**src/rtl/cam_pixel_capture.sv**
```systemverilog
// DVP camera capture: synchronises PCLK/VSYNC/HREF/D into clk and turns each
// valid byte into an addressed write strobe held for WE_CYCLES clocks.
//
// state      | meaning
// -----------+------------------------------------------------------------
// IDLE       | disabled or just reset; waiting to see vsync active
// WAIT_FRAME | between frames; waiting for vsync to go inactive
// CAPTURE    | inside a frame; each valid PCLK rise launches a byte write
module cam_pixel_capture #(
   parameter int ADDR_WIDTH   = 16,
   parameter int WE_CYCLES    = 2,
   parameter bit VSYNC_ACTIVE = 1'b0,
   parameter bit HREF_ACTIVE  = 1'b1
) (
   input  logic                  clk,
   input  logic                  reset,
   input  logic                  capture_en,
   input  logic                  cam_pclk,
   input  logic                  cam_vsync,
   input  logic                  cam_href,
   input  logic [7:0]            cam_data,
   output logic [ADDR_WIDTH-1:0] pixel_addr,
   output logic [7:0]            pixel_data,
   output logic                  pixel_WE,
   output logic                  pixel_vsync,
   output logic                  frame_done,
   output logic                  overflow,
   output logic                  drop_err
);

   typedef enum logic [1:0] {
      IDLE       = 2'd0,
      WAIT_FRAME = 2'd1,
      CAPTURE    = 2'd2
   } state_t;

   localparam logic [2:0]            WE_LOAD  = 3'(WE_CYCLES - 1);
   localparam logic [ADDR_WIDTH-1:0] ADDR_MAX = '1;

   state_t                state;
   logic                  pclk_s1, pclk_s2, pclk_s3;
   logic                  vsync_s1, vsync_s2;
   logic                  href_s1, href_s2;
   logic [7:0]            data_s1, data_s2;
   logic [2:0]            we_cnt;
   logic [1:0]            prime_cnt;
   logic [ADDR_WIDTH-1:0] byte_cnt;
   logic                  cnt_full;

   logic pclk_rise;
   logic vsync_act;
   logic href_act;
   logic we_last;

   always_ff @(posedge clk) begin
      if (reset) begin
         pclk_s1  <= 1'b0;
         pclk_s2  <= 1'b0;
         pclk_s3  <= 1'b0;
         vsync_s1 <= VSYNC_ACTIVE;
         vsync_s2 <= VSYNC_ACTIVE;
         href_s1  <= ~HREF_ACTIVE;
         href_s2  <= ~HREF_ACTIVE;
         data_s1  <= 8'h00;
         data_s2  <= 8'h00;
      end else begin
         pclk_s1  <= cam_pclk;
         pclk_s2  <= pclk_s1;
         pclk_s3  <= pclk_s2;
         vsync_s1 <= cam_vsync;
         vsync_s2 <= vsync_s1;
         href_s1  <= cam_href;
         href_s2  <= href_s1;
         data_s1  <= cam_data;
         data_s2  <= data_s1;
      end
   end

   assign pclk_rise   = pclk_s2 & ~pclk_s3;
   assign vsync_act   = (vsync_s2 == VSYNC_ACTIVE);
   assign href_act    = (href_s2 == HREF_ACTIVE);
   assign we_last     = pixel_WE && (we_cnt == 3'd0);
   assign pixel_vsync = vsync_s2;

   always_ff @(posedge clk) begin
      if (reset) begin
         state      <= IDLE;
         pixel_addr <= '0;
         pixel_data <= 8'h00;
         pixel_WE   <= 1'b0;
         we_cnt     <= 3'd0;
         prime_cnt  <= 2'd2;
         byte_cnt   <= '0;
         cnt_full   <= 1'b0;
         frame_done <= 1'b0;
         overflow   <= 1'b0;
         drop_err   <= 1'b0;
      end else begin
         // vsync_s2 still holds its reset value for two clocks after reset;
         // ignore it until real samples have propagated so a mid-frame reset
         // cannot fake a vsync-active observation.
         if (prime_cnt != 2'd0)
            prime_cnt <= prime_cnt - 2'd1;

         if (!capture_en) begin
            state      <= IDLE;
            pixel_WE   <= 1'b0;
            we_cnt     <= 3'd0;
            byte_cnt   <= '0;
            cnt_full   <= 1'b0;
            frame_done <= 1'b0;
            overflow   <= 1'b0;
            drop_err   <= 1'b0;
         end else begin
            frame_done <= 1'b0;

            if (pixel_WE) begin
               if (we_cnt == 3'd0) begin
                  pixel_WE <= 1'b0;
                  if (byte_cnt == ADDR_MAX)
                     cnt_full <= 1'b1;
                  else
                     byte_cnt <= byte_cnt + 1'b1;
               end else begin
                  we_cnt <= we_cnt - 3'd1;
               end
            end

            case (state)
               IDLE: begin
                  if (prime_cnt == 2'd0 && vsync_act)
                     state <= WAIT_FRAME;
               end
               WAIT_FRAME: begin
                  if (!vsync_act) begin
                     state    <= CAPTURE;
                     byte_cnt <= '0;
                     cnt_full <= 1'b0;
                     overflow <= 1'b0;
                     drop_err <= 1'b0;
                  end
               end
               CAPTURE: begin
                  // Frame end waits for an in-flight write; new bytes are discarded meanwhile.
                  if (vsync_act) begin
                     if (!pixel_WE || we_last) begin
                        frame_done <= 1'b1;
                        state      <= WAIT_FRAME;
                     end
                  end else if (pclk_rise && href_act) begin
                     if (pixel_WE) begin
                        drop_err <= 1'b1;
                     end else if (cnt_full) begin
                        overflow <= 1'b1;
                     end else begin
                        pixel_WE   <= 1'b1;
                        we_cnt     <= WE_LOAD;
                        pixel_addr <= byte_cnt;
                        pixel_data <= data_s2;
                     end
                  end
               end
               default: state <= IDLE;
            endcase
         end
      end
   end

endmodule
```
**config.mk**
```make
export PLATFORM = sky130hd
export DESIGN_NAME = cam_pixel_capture
export DESIGN_NICKNAME = d
export VERILOG_FILES = /design/src/rtl/cam_pixel_capture.sv
export SDC_FILE = /design/constraint.sdc
export NUM_CORES = 1
export LEC_CHECK = 0
export CORE_UTILIZATION = 50
export DETAILED_ROUTE_END_ITERATION = 7
export PLACE_DENSITY = 0.75
export SKIP_LAST_GASP = 1
export SLEW_MARGIN = 20
export SYNTH_ARGS = -nofsm -noshare
export SYNTH_HDL_FRONTEND = slang
export SYNTH_SLANG_ARGS = --single-unit
```
**constraint.sdc**
```tcl
create_clock -name clk -period 2.1 [get_ports clk]
set_clock_uncertainty 0.15 [all_clocks]
set_input_delay 0.42 -clock clk [delete_from_list [all_inputs] [get_ports clk]]
set_output_delay 0.42 -clock clk [all_outputs]
set_load 0.01 [all_outputs]
```
# Yosys cells after proc, flatten, opt, wreduce, memory -nomap -nowiden

Index checks and enable logic that the tools add are counted.

Output and inout port bits: 29
Register bits after elaboration: 75
Bits of input ports: 14

Bitwise logic cells: 7
Equality and inequality tests: 12
Add/subtract/negate cells: 3
Mux-type cells: 40
Reductions and logical operators: 16

Operator list:

| kind                  | count |
|---|---|
| $mux 16               | 5 |
| $mux 1                | 21 |
| $mux 3                | 7 |
| $ne 2x2->1 const B    | 9 |
| $add 16x1->16 const B | 1 |
| $eq 16x16->1 const B  | 1 |
| $reduce_and 6->1      | 2 |
| $mux 2                | 4 |
| $not 1->1             | 6 |
| $pmux 2 s3            | 1 |
| $reduce_and 5->1      | 1 |
| $logic_not 2->1       | 2 |
| $pmux 1 s2            | 2 |
| $reduce_and 4->1      | 1 |
| $reduce_bool 2->1     | 2 |
| $reduce_or 4->1       | 1 |
| $logic_and 1x1->1     | 3 |
| $logic_not 3->1       | 1 |
| $sub 3x1->3 const B   | 1 |
| $eq 2x1->1 const B    | 1 |
| $eq 2x2->1 const B    | 1 |
| $reduce_or 2->1       | 1 |
| $sub 2x1->2 const B   | 1 |
| $and 1x1->1           | 1 |
| other kinds (2)       | 2 |

# Longest topological paths before layout

Depth in word-level cells: 8
Depth in mapped cells: 7
Mapped depth without buffers: 6

# Worst setup path after synthesis

OpenSTA, ideal clock, no wires.

Path type: flip-flop to flip-flop
Start point: register we_cnt[0]
End point: register byte_cnt[7]
Cell stages (with the launch flop): 8
Data required time: 1.880 ns
Library setup time: 0.070 ns
Data arrival time: 1.759 ns
Slack: 0.121 ns
Buffers on the path: 1
Cell sequence: dfxtp_1 -> inv_1 -> ha_1 -> nand3b_4 -> or3_1 -> buf_2 -> or4_1 -> a21oi_1

Cells in the longest elaborated chain, start to end: 5

RTL lines:

| what                   | RTL line | text |
|---|---|---|
| start, declared        | 45       | `logic [2:0] we_cnt;` |
| start signal, assigned | 125      | `we_cnt <= we_cnt - 3'd1;` |
| $logic_not 3->1 (*)    | 118      | `if (we_cnt == 3'd0) begin` |
| $mux 16 (*)            | 118      |  |
| $mux 16 (*)            | 117      | `if (pixel_WE) begin` |
| $mux 16                | 135      | `if (!vsync_act) begin` |
| $mux 16 (*)            | 129      | `case (state)` |
| end signal, assigned   | 123      | `byte_cnt <= byte_cnt + 1'b1;` |
| end, declared          | 47       | `logic [ADDR_WIDTH-1:0] byte_cnt;` |

Mark *: on every way between the ends. The rest lies on a longest branch, timed or not.
A chain may end at the register's enable or synchronous reset.

# Worst setup path in the final report

Ends and elaborated chain as after synthesis.

==> impl_summary.txt <==
----------------------------------------------------
[Run status]
  Outcome ... completed

[Placed design]
  Number of buffers added on ports ... 42
  Minimum setup slack after placement ... 33.9 ps
  Weighted congestion at the end of routability-driven global placement ... just under 0.9
  Placement-stage cell area ... 3490 µm²
  DPL Wire Length ... ~4.1 mm
  Number of placed cells counting well taps ... about 440

[Clock tree]
  Skew-Pair Late Insertion Delay ... 350 ps
  Post-CTS Setup Inserts ... 0
  Clock Tree Buf Depth ... 2
  Clock root buffer ... clkbuf_8
  CTS tree ... yes
  TritonCTS sink count ... 75
  Hold Buf Count CTS ... 0
  Number of buffers created by CTS ... 9
  Clock slew at the register clock pins of the worst setup and hold paths ... 80 ps
  Count of H-tree levels built during CTS ... 3

[Synth]
  Number of enable-type register cells in the synthesized netlist ... 0
  Share of synthesized cell area in full adder, half adder and majority cells ... 0.0174
  Fraction of the mapped netlist area in simple logic gates ... 0.273
  Xor/xnor cell area share of the yosys netlist ... 0.00608
  Multiplexer share of the synthesized area ... 0.0109
  Number of library cell types mapped by synthesis ... 48
  Primary flip-flop cell chosen by synthesis mapping ... dfxtp_1
  Sequential element share of the synthesized area ... 0.521
  Fraction of registers with async set or reset after synthesis ... 0
  Count of state elements after synthesis ... 75
  Number of instances in the synthesized netlist ... 318
  Net count after synthesis ... 336
  Main combinational cell family by area after synthesis ... simple AND/OR/NAND/NOR gates
  Netlist area before placement ... ~2900 µm²
  Synthesis Warnings ... 0
  Post-synthesis compound-gate area fraction ... 0.132
  Average cell area after synthesis ... 9.07 µm²

[Die]
  Die ar. ... 6070 µm²
  Num ports ... 43
  Die height ... 77.9 µm
  Total core area ... ~5500 µm²
  Die W ... 77.9 µm
  Std cell rows ... 27
  Starting Density ... 0.520

[Min path]
  Source of the worst hold timing path ... data_s1[1]$_SDFF_PP0_
  Endpoint of the worst hold path ... data_s2[1]$_SDFF_PP0_
  Class of the worst hold path ... flip-flop to flip-flop
  Hold-critical path depth ... 1

[Setup path]
  Endpoint of the worst-slack reg-to-reg timing path ... byte_cnt[7]$_SDFF_PP0_
  Critical register-to-register path startpoint ... we_cnt[0]$_SDFF_PP0_
  Worst Path Class, Setup ... flip-flop to flip-flop
  Maximum net fanout on the critical path ... 8
  Slack of the worst reg-to-reg path ... 80 ps
  CP Launch Type ... flip-flop
  Element type at the critical path end ... flip-flop
  Depth of the worst register-to-register path ... 6
  Crit path DAT ... 2140 ps
  Critical path data required time ... 2220 ps

[Detailed routing]
  Total length of routed wires ... around 5.9 mm
  Number of nets with antenna violations after routing ... 0
  Iteration-0 DRC count of the detailed router ... roughly 110
  Drt pass-1 iters ... 4
  Total vias in the final route ... 2354
  Final routed DRC violation total ... 0
  Wire per inst ... 13.2 µm
  Post-detailed-route via-to-cell ratio ... 5.22

[Final layout]
  Share of cells above drive strength 1 ... 0.121
  Area grow syn2layout ... 28.5%
  Post-route standard cell area excluding fillers ... 3700 µm²
  Net count of the finished layout ... 392
  Non-Filler Instances ... 451
  Total inserted antenna cells ... 0

[Timing]
  Min Clock Period, post-route ... 2020 ps
  Highest achievable clock rate ... about 490 MHz
  Setup-violating endpoint count in the final report ... 0
  Worst rel slew slack ... 0.590
  Worst-Margin Slew ... 615 ps
  Fin. Hold Viols ... 0
  Setup repair after global routing missed its margin ... true
  Final period utilization ... 0.963
  Max Transition Viols Final ... 0
  Worst setup slack after layout ... 78.5 ps

[Flow run]
  Count of maximum capacitance violations ... 0

[Global route]
  Pin count of the biggest net entering global routing ... 50
  Initial antenna violation count ... 0
  Via count of the first global-routing pass ... 2213
  GR Util All Layers ... 0.215
  Remaining global-route overflow ... 0
  Global-route wire length before repair ... 10.2 mm

[Power]
  Largest vdd supply drop ... about 0.00047 V
  PD cells ... 746 nW/µm²
  Static power due to leakage ... about 1.3 nW

----------------------------------------------------
sequential cells by signal, indices dropped and copies added (netlist names), 2 cells and up:
| signal | flops |
|---|---|
| byte_cnt | 16 |
| data_s1 | 8 |
| data_s2 | 8 |
| pixel_addr | 16 |
| pixel_data | 8 |
| prime_cnt | 2 |
| state | 2 |
| we_cnt | 3 |
cell usage after synthesis, drive strengths merged (2+ instances only):
| library cell | number | area [µm²] |
|---|---|---|
| mux2i | 2 | 20.0 |
| nand2b | 3 | 18.8 |
| nand4 | 3 | 33.8 |
| nor2 | 12 | 45.0 |
| a211oi | 4 | 30.0 |
| inv | 11 | 41.3 |
| nand3 | 6 | 35.0 |
| and3b | 2 | 17.5 |
| a21oi | 38 | 190 |
| or2 | 4 | 25.0 |
| dfxtp | 75 | 1500 |
| o21ai | 2 | 10.0 |
| nor3 | 7 | 35.0 |
| or4 | 7 | 52.6 |
| o31a | 2 | 17.5 |
| ha | 4 | 50.1 |
| nor4 | 8 | 75.1 |
| or3 | 4 | 25.0 |
| a31oi | 2 | 12.5 |
| o31ai | 5 | 37.5 |
| nor2b | 24 | 150 |
| buf | 7 | 35.0 |
| nand2 | 57 | 214 |
| clkbuf | 10 | 37.5 |
critical path, cell delays in order (launching register included):
cell and delay [ps]:
dfxtp_1 330, inv_1 90, ha_2 230, nand3b_4 90, or3_1 480, or4_1 440, a21oi_1 150
timing repair:
action,4_1_cts,5_1_grt
endpoints found under the hold margin,0,0
gates resized for setup,0,2
setup endpoints to repair,0,6
report_power, final:
| group | switching [W] | internal (W) |
|---|---|---|
| clock | 0.000552 | 0.000593 |
| sequential | 0.0000157 | 0.00146 |
| combinational | 0.0000646 | 0.0000770 |
layout by cell type, fill, tap and decap left out, types with 10 or more instances in the layout:
cell type / Yosys / layout
buf_4: 0 / 19
nor2_1: 12 / 12
dfxtp_1: 75 / 75
inv_1: 11 / 11
a21oi_1: 38 / 38
nand2_1: 57 / 57
clkbuf_8: 0 / 10
nor2b_1: 24 / 24
clkdlybuf4s50_1: 0 / 42
how the worst max path moves through the flow:
stage,from,end
global placement,capture_en,pixel_data[5]$_SDFFE_PP0P_
detailed placement,capture_en,pixel_data[3]$_SDFFE_PP0P_
floorplan,we_cnt[0]$_SDFF_PP0_,byte_cnt[7]$_SDFF_PP0_
finish,we_cnt[0]$_SDFF_PP0_,byte_cnt[7]$_SDFF_PP0_
CTS,we_cnt[0]$_SDFF_PP0_,byte_cnt[7]$_SDFF_PP0_
global route,we_cnt[0]$_SDFF_PP0_,byte_cnt[7]$_SDFF_PP0_
metrics by stage:
step                TNS, ps   util  total power, W  hold WS, ps
floorplan                 0      -         0.00160          264
global placement          0  0.630         0.00165          265
detailed placement        0  0.630         0.00165          274
CTS                       0  0.668         0.00280          286
global route          -46.2  0.669         0.00289          303
finish                    0  0.669         0.00276          282
cell families after synthesis:
group                    after synthesis
flip-flops                            75
AO/OA/AOI/OAI                         63
multiplexers                           3
AND/OR/NAND/NOR                      143
XOR/XNOR                               2
buffers and inverters                 28
adder cells (fa/ha/maj)                4
metal layers:
layer  GRT usage  vias up  share of wire
met5           0        -              0
met4       0.107        0          0.024
met3      0.0482       13          0.035
met2       0.355       47           0.50
met1       0.263     1088           0.44
li1            -     1206              -
layout make-up:
| class | instances | area, µm² |
|---|---|---|
| clock buffer | 10 | 138 |
| clock inverter | 6 | 72.6 |
| fill | 480 | 1840 |
| inverter | 11 | 41.3 |
| multi-input combinational | 215 | 1280 |
| sequential | 75 | 1500 |
| tap | 72 | 90.1 |
| timing repair buffer | 62 | 583 |
No activity file was read; power rests on OpenSTA's default activity.
